==> src/rtl/univ_shift_reg.sv <==
// univ_shift_reg
//   WIDTH-bit universal register with complemented outputs, serial in/out at
//   both ends, and eight operating modes. A burst controller runs an N-step
//   shift or rotate on its own, with busy high during the burst and a
//   one-cycle done after the final step.
//
// Ports
//   clk          rising-edge clock
//   rst          asynchronous active-high reset
//   en           clock enable for every update except reset (and done clear)
//   mode         000 hold, 001 shr, 010 shl, 011 load, 100 ror, 101 rol,
//                110 clear, 111 set
//   d            parallel load data
//   sin_l        serial in at LSB on shift left
//   sin_r        serial in at MSB on shift right
//   burst_start  request a burst of burst_len steps of the current mode
//   burst_len    burst step count
//   q, qb        register contents and its complement
//   sout_l       q[WIDTH-1]
//   sout_r       q[0]
//   busy         burst in progress
//   done         one-cycle pulse after the final burst step
//
// state | meaning
// IDLE  | single-step operation per mode, burst requests accepted
// RUN   | autonomous burst using the latched mode
module univ_shift_reg #(
  parameter int WIDTH = 8,
  parameter int CNT_W = 4
) (
  input  logic             clk,
  input  logic             rst,
  input  logic             en,
  input  logic [2:0]       mode,
  input  logic [WIDTH-1:0] d,
  input  logic             sin_l,
  input  logic             sin_r,
  input  logic             burst_start,
  input  logic [CNT_W-1:0] burst_len,
  output logic [WIDTH-1:0] q,
  output logic [WIDTH-1:0] qb,
  output logic             sout_l,
  output logic             sout_r,
  output logic             busy,
  output logic             done
);

  typedef enum logic {IDLE = 1'b0, RUN = 1'b1} state_t;

  state_t           state_q, state_d;
  logic [CNT_W-1:0] cnt_q, cnt_d;
  logic [2:0]       mode_lat_q, mode_lat_d;
  logic [WIDTH-1:0] q_q, q_d;
  logic             done_q, done_d;
  logic             start_ok;

  function automatic logic [WIDTH-1:0] apply_op(
    input logic [2:0]       op,
    input logic [WIDTH-1:0] cur,
    input logic [WIDTH-1:0] din,
    input logic             sl,
    input logic             sr
  );
    logic [WIDTH-1:0] r;
    r = cur;
    case (op)
      3'b001:  r = {sr, cur[WIDTH-1:1]};
      3'b010:  r = {cur[WIDTH-2:0], sl};
      3'b011:  r = din;
      3'b100:  r = {cur[0], cur[WIDTH-1:1]};
      3'b101:  r = {cur[WIDTH-2:0], cur[WIDTH-1]};
      3'b110:  r = '0;
      3'b111:  r = '1;
      default: r = cur;
    endcase
    return r;
  endfunction

  // Only shift/rotate modes with a nonzero length start a burst.
  assign start_ok = burst_start && (burst_len != '0) &&
                    (mode == 3'b001 || mode == 3'b010 ||
                     mode == 3'b100 || mode == 3'b101);

  always_ff @(posedge clk or posedge rst) begin
    if (rst) begin
      state_q    <= IDLE;
      cnt_q      <= '0;
      mode_lat_q <= 3'b000;
      q_q        <= '0;
      done_q     <= 1'b0;
    end else begin
      state_q    <= state_d;
      cnt_q      <= cnt_d;
      mode_lat_q <= mode_lat_d;
      q_q        <= q_d;
      done_q     <= done_d;
    end
  end

  always_comb begin
    state_d    = state_q;
    cnt_d      = cnt_q;
    mode_lat_d = mode_lat_q;
    q_d        = q_q;
    done_d     = 1'b0;  // done lasts one cycle even while en is low
    if (en) begin
      case (state_q)
        IDLE: begin
          if (start_ok) begin
            // Start edge only captures the burst; data holds this cycle.
            state_d    = RUN;
            cnt_d      = burst_len;
            mode_lat_d = mode;
          end else begin
            q_d = apply_op(mode, q_q, d, sin_l, sin_r);
          end
        end
        RUN: begin
          q_d = apply_op(mode_lat_q, q_q, d, sin_l, sin_r);
          if (cnt_q != '0) cnt_d = cnt_q - CNT_W'(1);
          if (cnt_q <= CNT_W'(1)) begin
            state_d = IDLE;
            done_d  = 1'b1;
          end
        end
        default: state_d = IDLE;
      endcase
    end
  end

  assign q      = q_q;
  assign qb     = ~q_q;
  assign sout_l = q_q[WIDTH-1];
  assign sout_r = q_q[0];
  assign busy   = (state_q == RUN);
  assign done   = done_q;

endmodule
==> config.mk <==
export PLATFORM = sky130hd
export DESIGN_NAME = univ_shift_reg
export DESIGN_NICKNAME = d
export VERILOG_FILES = /design/src/rtl/univ_shift_reg.sv
export SDC_FILE = /design/constraint.sdc
export NUM_CORES = 1
export LEC_CHECK = 0
export ABC_CLOCK_PERIOD_IN_PS = 1900
export BUFFER_PORTS_ARGS = -buffer_cell sky130_fd_sc_hd__buf_2
export CAP_MARGIN = 20
export CORE_UTILIZATION = 54
export CTS_BUF_LIST = sky130_fd_sc_hd__clkbuf_8
export CTS_CLUSTER_SIZE = 16
export DETAILED_ROUTE_END_ITERATION = 16
export PLACE_DENSITY = 0.92
export SLEW_MARGIN = 20
export SYNTH_ARGS = -nofsm -noshare
export SYNTH_HDL_FRONTEND = slang
export SYNTH_SLANG_ARGS = --single-unit
==> constraint.sdc <==
create_clock -name clk -period 1.9 [get_ports clk]
set_clock_uncertainty 0.05 [all_clocks]
set_input_delay 0 -clock clk [delete_from_list [all_inputs] [get_ports clk]]
set_output_delay 0 -clock clk [all_outputs]
set_load 0.02 [all_outputs]
# Word level (Yosys, flattened, before mapping)
# Cells that the tools add are included.
totals:
  ff_bits: 17
  input_bits: 21
classes:
  n_reduce_logical: 10
  n_bitwise: 2
  add_sub_neg: 1
  n_eq_ne: 19
  muxes: 13
  n_lt_le_gt_ge: 1
ops:
  columns: ["op", "count"]
  rows:
  - ["8-bit case mux with 7 select lines", 2]
  - ["3-bit equality test (second input constant)", 8]
  - ["8-bit case mux with 2 select lines", 1]
  - ["3-bit by 2-bit equality test with 1-bit output (second input constant)", 4]
  - ["4-bit 2-to-1 mux", 2]
  - ["8-bit 2-to-1 mux", 1]
  - ["8-bit by 1-bit inequality test with 1-bit output (second input constant)", 1]
  - ["8-bit by 5-bit inequality test with 1-bit output (second input constant)", 1]
  - ["8-bit NOT", 1]
  - ["4-bit case mux with 2 select lines", 1]
  - ["4-bit nonzero test", 2]
  - ["3-bit by 1-bit equality test with 1-bit output (second input constant)", 2]
  - ["3-bit AND reduction", 2]
  - ["1-bit 2-to-1 mux", 5]
  - ["4-bit by 1-bit less-or-equal comparator with 1-bit output (second input constant)", 1]
  - ["2-bit inequality test (second input constant)", 2]
  - ["4-bit AND reduction", 1]
  - ["4-bit by 1-bit subtractor with 4-bit output (second input constant)", 1]
  - ["1-bit logical OR", 3]
  - ["1-bit logical AND", 2]
  - ["2-bit by 1-bit inequality test with 1-bit output (second input constant)", 1]
  - ["1-bit case mux with 2 select lines", 1]
  - ["1-bit NOT", 1]

# Depth between registers and ports, before layout
depth:
  ltp_word: 7
  ltp_mapped: 6

# Worst setup path after synthesis
# No wires, ideal clock.
synth_timing:
  path_kind: "flip-flop to flip-flop"
  start: "register state_q (netlist: busy)"
  end: "register q_q[0] (netlist: q[0])"
  path_slack_ns: -0.002
  path_buffers: 2
  synth_period_minus_slack_ns: 1.902
  t_required_ns: 1.755
  arrival_ns: 1.757
  path_stages_with_launch: 7
  path_cell_list: "dfrtp_1 buf_4 and2b_1 a311o_4 or2_0 buf_2 o31ai_1"
synth_via:
  elab_chain_cells: 3
  elab_cells_between_ends: 6
  classes_between: "3 x eq/ne; 1 x mux; 1 x bitwise; 1 x reduce/logical"
synth_rtl:
  columns: ["element", "line_no", "source"]
  rows:
  - ["from (decl)", "50", "state_t state_q, state_d;"]
  - ["from (signal assigned)", "92", "state_q <= state_d;"]
  - ["1-bit NOT", null, null]
  - ["8-bit by 5-bit inequality test with 1-bit output (no source line) or 2-bit inequality test (tied branches)", null, null]
  - ["4-bit AND reduction (no source line)", null, null]
  - ["to (signal assigned)", "95", "q_q <= q_d;"]
  - ["to (decl)", "53", "logic [WIDTH-1:0] q_q, q_d;"]
# Parallel ways exist; a longest one is shown, timed or not.
# A chain may end at the register's enable or synchronous reset.

# Worst setup path after layout
# Ends and elaborated chain as after synthesis.

==> flow_summary.json <==
{
  "io_pins": 41,
  "timing.rr.start": "busy",
  "ys_ff_latch": 17,
  "p_sw_frac": 0.512,
  "drive_above_1_share": 0.276,
  "post-route-min-period_ns": 1.72,
  "grt_use_total": 0.324,
  "relSlewSlack": 0.544,
  "fillers": 210,
  "cts_buffers": 3,
  "synth_nets": 200,
  "worstSetupPathType": "register to register",
  "dieHeight_um": 54.4,
  "ys_types": 46,
  "slowest_stage": "dfrtp_2",
  "numClockSinks": 17,
  "yosysTopAreaCell": "dfrtp_1",
  "cp_top_family": "compound AO/OA/AOI/OAI gates",
  "p_int_mw": 1.41,
  "finalMaxSlewViolations": 0,
  "routed_wl_mm": 4.38,
  "power.leakage_nw": 0.853,
  "synth_area_leaders": "dfrtp_1 29%, o21ai_0 6.7%, o211ai_1 5.1%",
  "avgSynthCellArea_um2": 8.44,
  "final_cell_area_um2": 1770,
  "max_freq_mhz": 580,
  "power_frac_clock": 0.097,
  "syn_inst": 176,
  "worstSetupStartpointType": "register",
  "overflow": 0,
  "holdCritStartpoint": "burst_len[1]",
  "vias_per_cell": 6.85,
  "gp_congestion": 0.989,
  "area_growth_pct": 19.3,
  "synth_ff_type": "dfrtp_1",
  "fin_nets": 239,
  "grt_pass1_vias": 1414,
  "dr.pass1.iters": 5,
  "max_cap_viol_count": 0,
  "drc": 0,
  "clk_pin_slew_worst_paths_ns": 0.07,
  "grt_pass1_wl_mm": 6.87,
  "die_w_um": 54.4,
  "routed-via-count": 1672,
  "port_buffers": 40,
  "synth_top_cell_area_share": 0.286,
  "setup_viol": 0,
  "cp.required_ns": 2.02,
  "worstPathMaxFanout": 7,
  "antenna_cells": 0,
  "pre_cts_ws_ns": 0.120,
  "synthesis.area_um2": 1490,
  "core_area_um2": 2540,
  "antenna_found_initial": 0,
  "async_reset_ff_frac": 1.00,
  "powerDensity_nw_per_um2": 1630,
  "multi_input_area_um2": 902,
  "ctsRootBufferMaster": "clkbuf_8",
  "tns_ns": 0,
  "drtIter0Drc": 101,
  "hold_viol_final": 0,
  "pwr-share-seq": 0.272,
  "worst_pin_slew_ns": 0.683,
  "yosysWarnings": 0,
  "clkLatencyLatePin_ns": 0.26,
  "placed_cell_area_um2": 1710,
  "grt_setup_unrepaired": "no",
  "final_cells": 244,
  "finalCritPeriodShare": 0.907,
  "wire_per_inst_um": 17.9,
  "cts_tree": "yes",
  "path_cells": "and2b_1 > a311o_4 > or2_1 > o31ai_1",
  "dp_hpwl_mm": 2.98,
  "htreeDepth": 1,
  "cp.buffers_inverters": 0,
  "cpPeakStageDelay_ns": 0.39,
  "rows": 18,
  "crit_path_end_kind": "register",
  "p_sw_mw": 1.48,
  "synth-seq-area-share": 0.286,
  "ir_worst_vdd_mv": 1.05,
  "setup_slack_ns": 0.177,
  "grt_max_degree": 20,
  "min_path_type": "input port to register",
  "ant_nets": 0,
  "synth_edf_count": 0,
  "critPathArrivalTime_ns": 1.84,
  "placedCellCount": 238,
  "register_area_um2": 427,
  "clockBufferDepth": 2,
  "status": "complete, no violations",
  "initial_core_util": 0.584,
  "p_comb_frac": 0.630,
  "die_area_um2": 2960,
  "startpoint": "busy"
}
-- layout make-up --
class	instances	area share
clock buffer	3	0.0233
tap	30	0.0212
inverter	19	0.0403
clock inverter	1	0.00282
sequential	17	0.241
timing repair buffer	51	0.162
multi-input combinational	123	0.509
-- Yosys cell counts, drive strengths merged (5+ instances only) --
| master | n |
|---|---|
| nor3 | 5 |
| dfrtp | 17 |
| o211a | 7 |
| a32oi | 7 |
| inv | 18 |
| clkbuf | 9 |
| buf | 7 |
| o211ai | 10 |
| o21ai | 21 |
| nand2 | 6 |
| o311ai | 6 |
| a311o | 7 |
| nor2 | 8 |
-- registers in the layout (all words and copies together) (netlist names) --
name,flops
done,1
busy,1
q,8
mode_lat_q,3
cnt_q,4
-- repair_timing --
action / 4_1_cts / 5_1_grt
endpoints found under the hold margin: 18 / 0
buffers inserted: 0 / 0
endpoints found under the setup margin: 0 / 1
resized for setup: 0 / 1
hold buffers: 2 / 0
-- metrics by stage --
step	util	power [mW]	hold WS, ns
floorplan	-	2.03	-0.124
global placement	0.670	2.50	0.0821
detailed placement	0.670	2.55	0.0880
CTS	0.696	2.85	0.0289
global route	0.696	3.10	0.0508
finish	0.696	2.89	0.0389
-- power groups by stage --
stage | Combinational (mW) | Sequential (mW) | Clock, mW
final | 1.82 | 0.787 | 0.281
after global routing | 1.99 | 0.815 | 0.301
after CTS | 1.79 | 0.777 | 0.283
after detailed placement | 1.76 | 0.787 | 0
after global placement | 1.73 | 0.772 | 0
after floorplan | 1.22 | 0.814 | 0
-- layout by cell type, fill, tap and decap left out, types with 3 or more instances in the layout --
cell and instances:
nor3_1 5, a31oi_1 3, ha_1 3, nor2_1 8, a32oi_1 7, a221oi_1 3, buf_4 9, clkbuf_8 3
a21oi_1 3, nand2_1 6, o211a_1 7, nor2b_1 3, buf_2 40, inv_1 18, dfrtp_1 16, o211ai_1 10
a221o_1 4, a311o_1 6, o311ai_0 6, o21ai_0 20
-- cell families (layout without fill, tap and decap cells) --
kind of cell | after synthesis | after routing | synth area share
AO/OA/AOI/OAI | 80 | 80 | 0.422
AND/OR/NAND/NOR | 37 | 37 | 0.139
buffers and inverters | 36 | 74 | 0.106
flip-flops | 17 | 17 | 0.286
adder cells (fa/ha/maj) | 3 | 3 | 0.0253
multiplexers | 3 | 3 | 0.0211
-- worst paths after layout --
check | endpoint | slack, ns | depth (start not counted)
worst max-delay path | q[0] | 0.18 | 4
worst max register to register | q[0] | 0.18 | 4
min in group asynchronous | mode_lat_q[1] | 0.34 | 3
worst min register to register | cnt_q[3] | 0.54 | 2
worst min-delay path | cnt_q[1] | 0.04 | 3
max in group asynchronous | busy | 0.98 | 3
-- layer usage --
metal,vias to the layer above,track usage,part of all wire
li1,759,-,-
met1,791,0.484,0.44
met2,116,0.486,0.45
met3,6,0.0444,0.10
met4,0,0.0855,0.0082
met5,-,0,0
-- worst reg2reg max path: stages, from the launching register on --
cell and delay (ns):
dfrtp_2 0.39, and2b_1 0.23, a311o_4 0.38, or2_1 0.32, o31ai_1 0.26
Note: power is estimated with default switching activity, not from simulation.
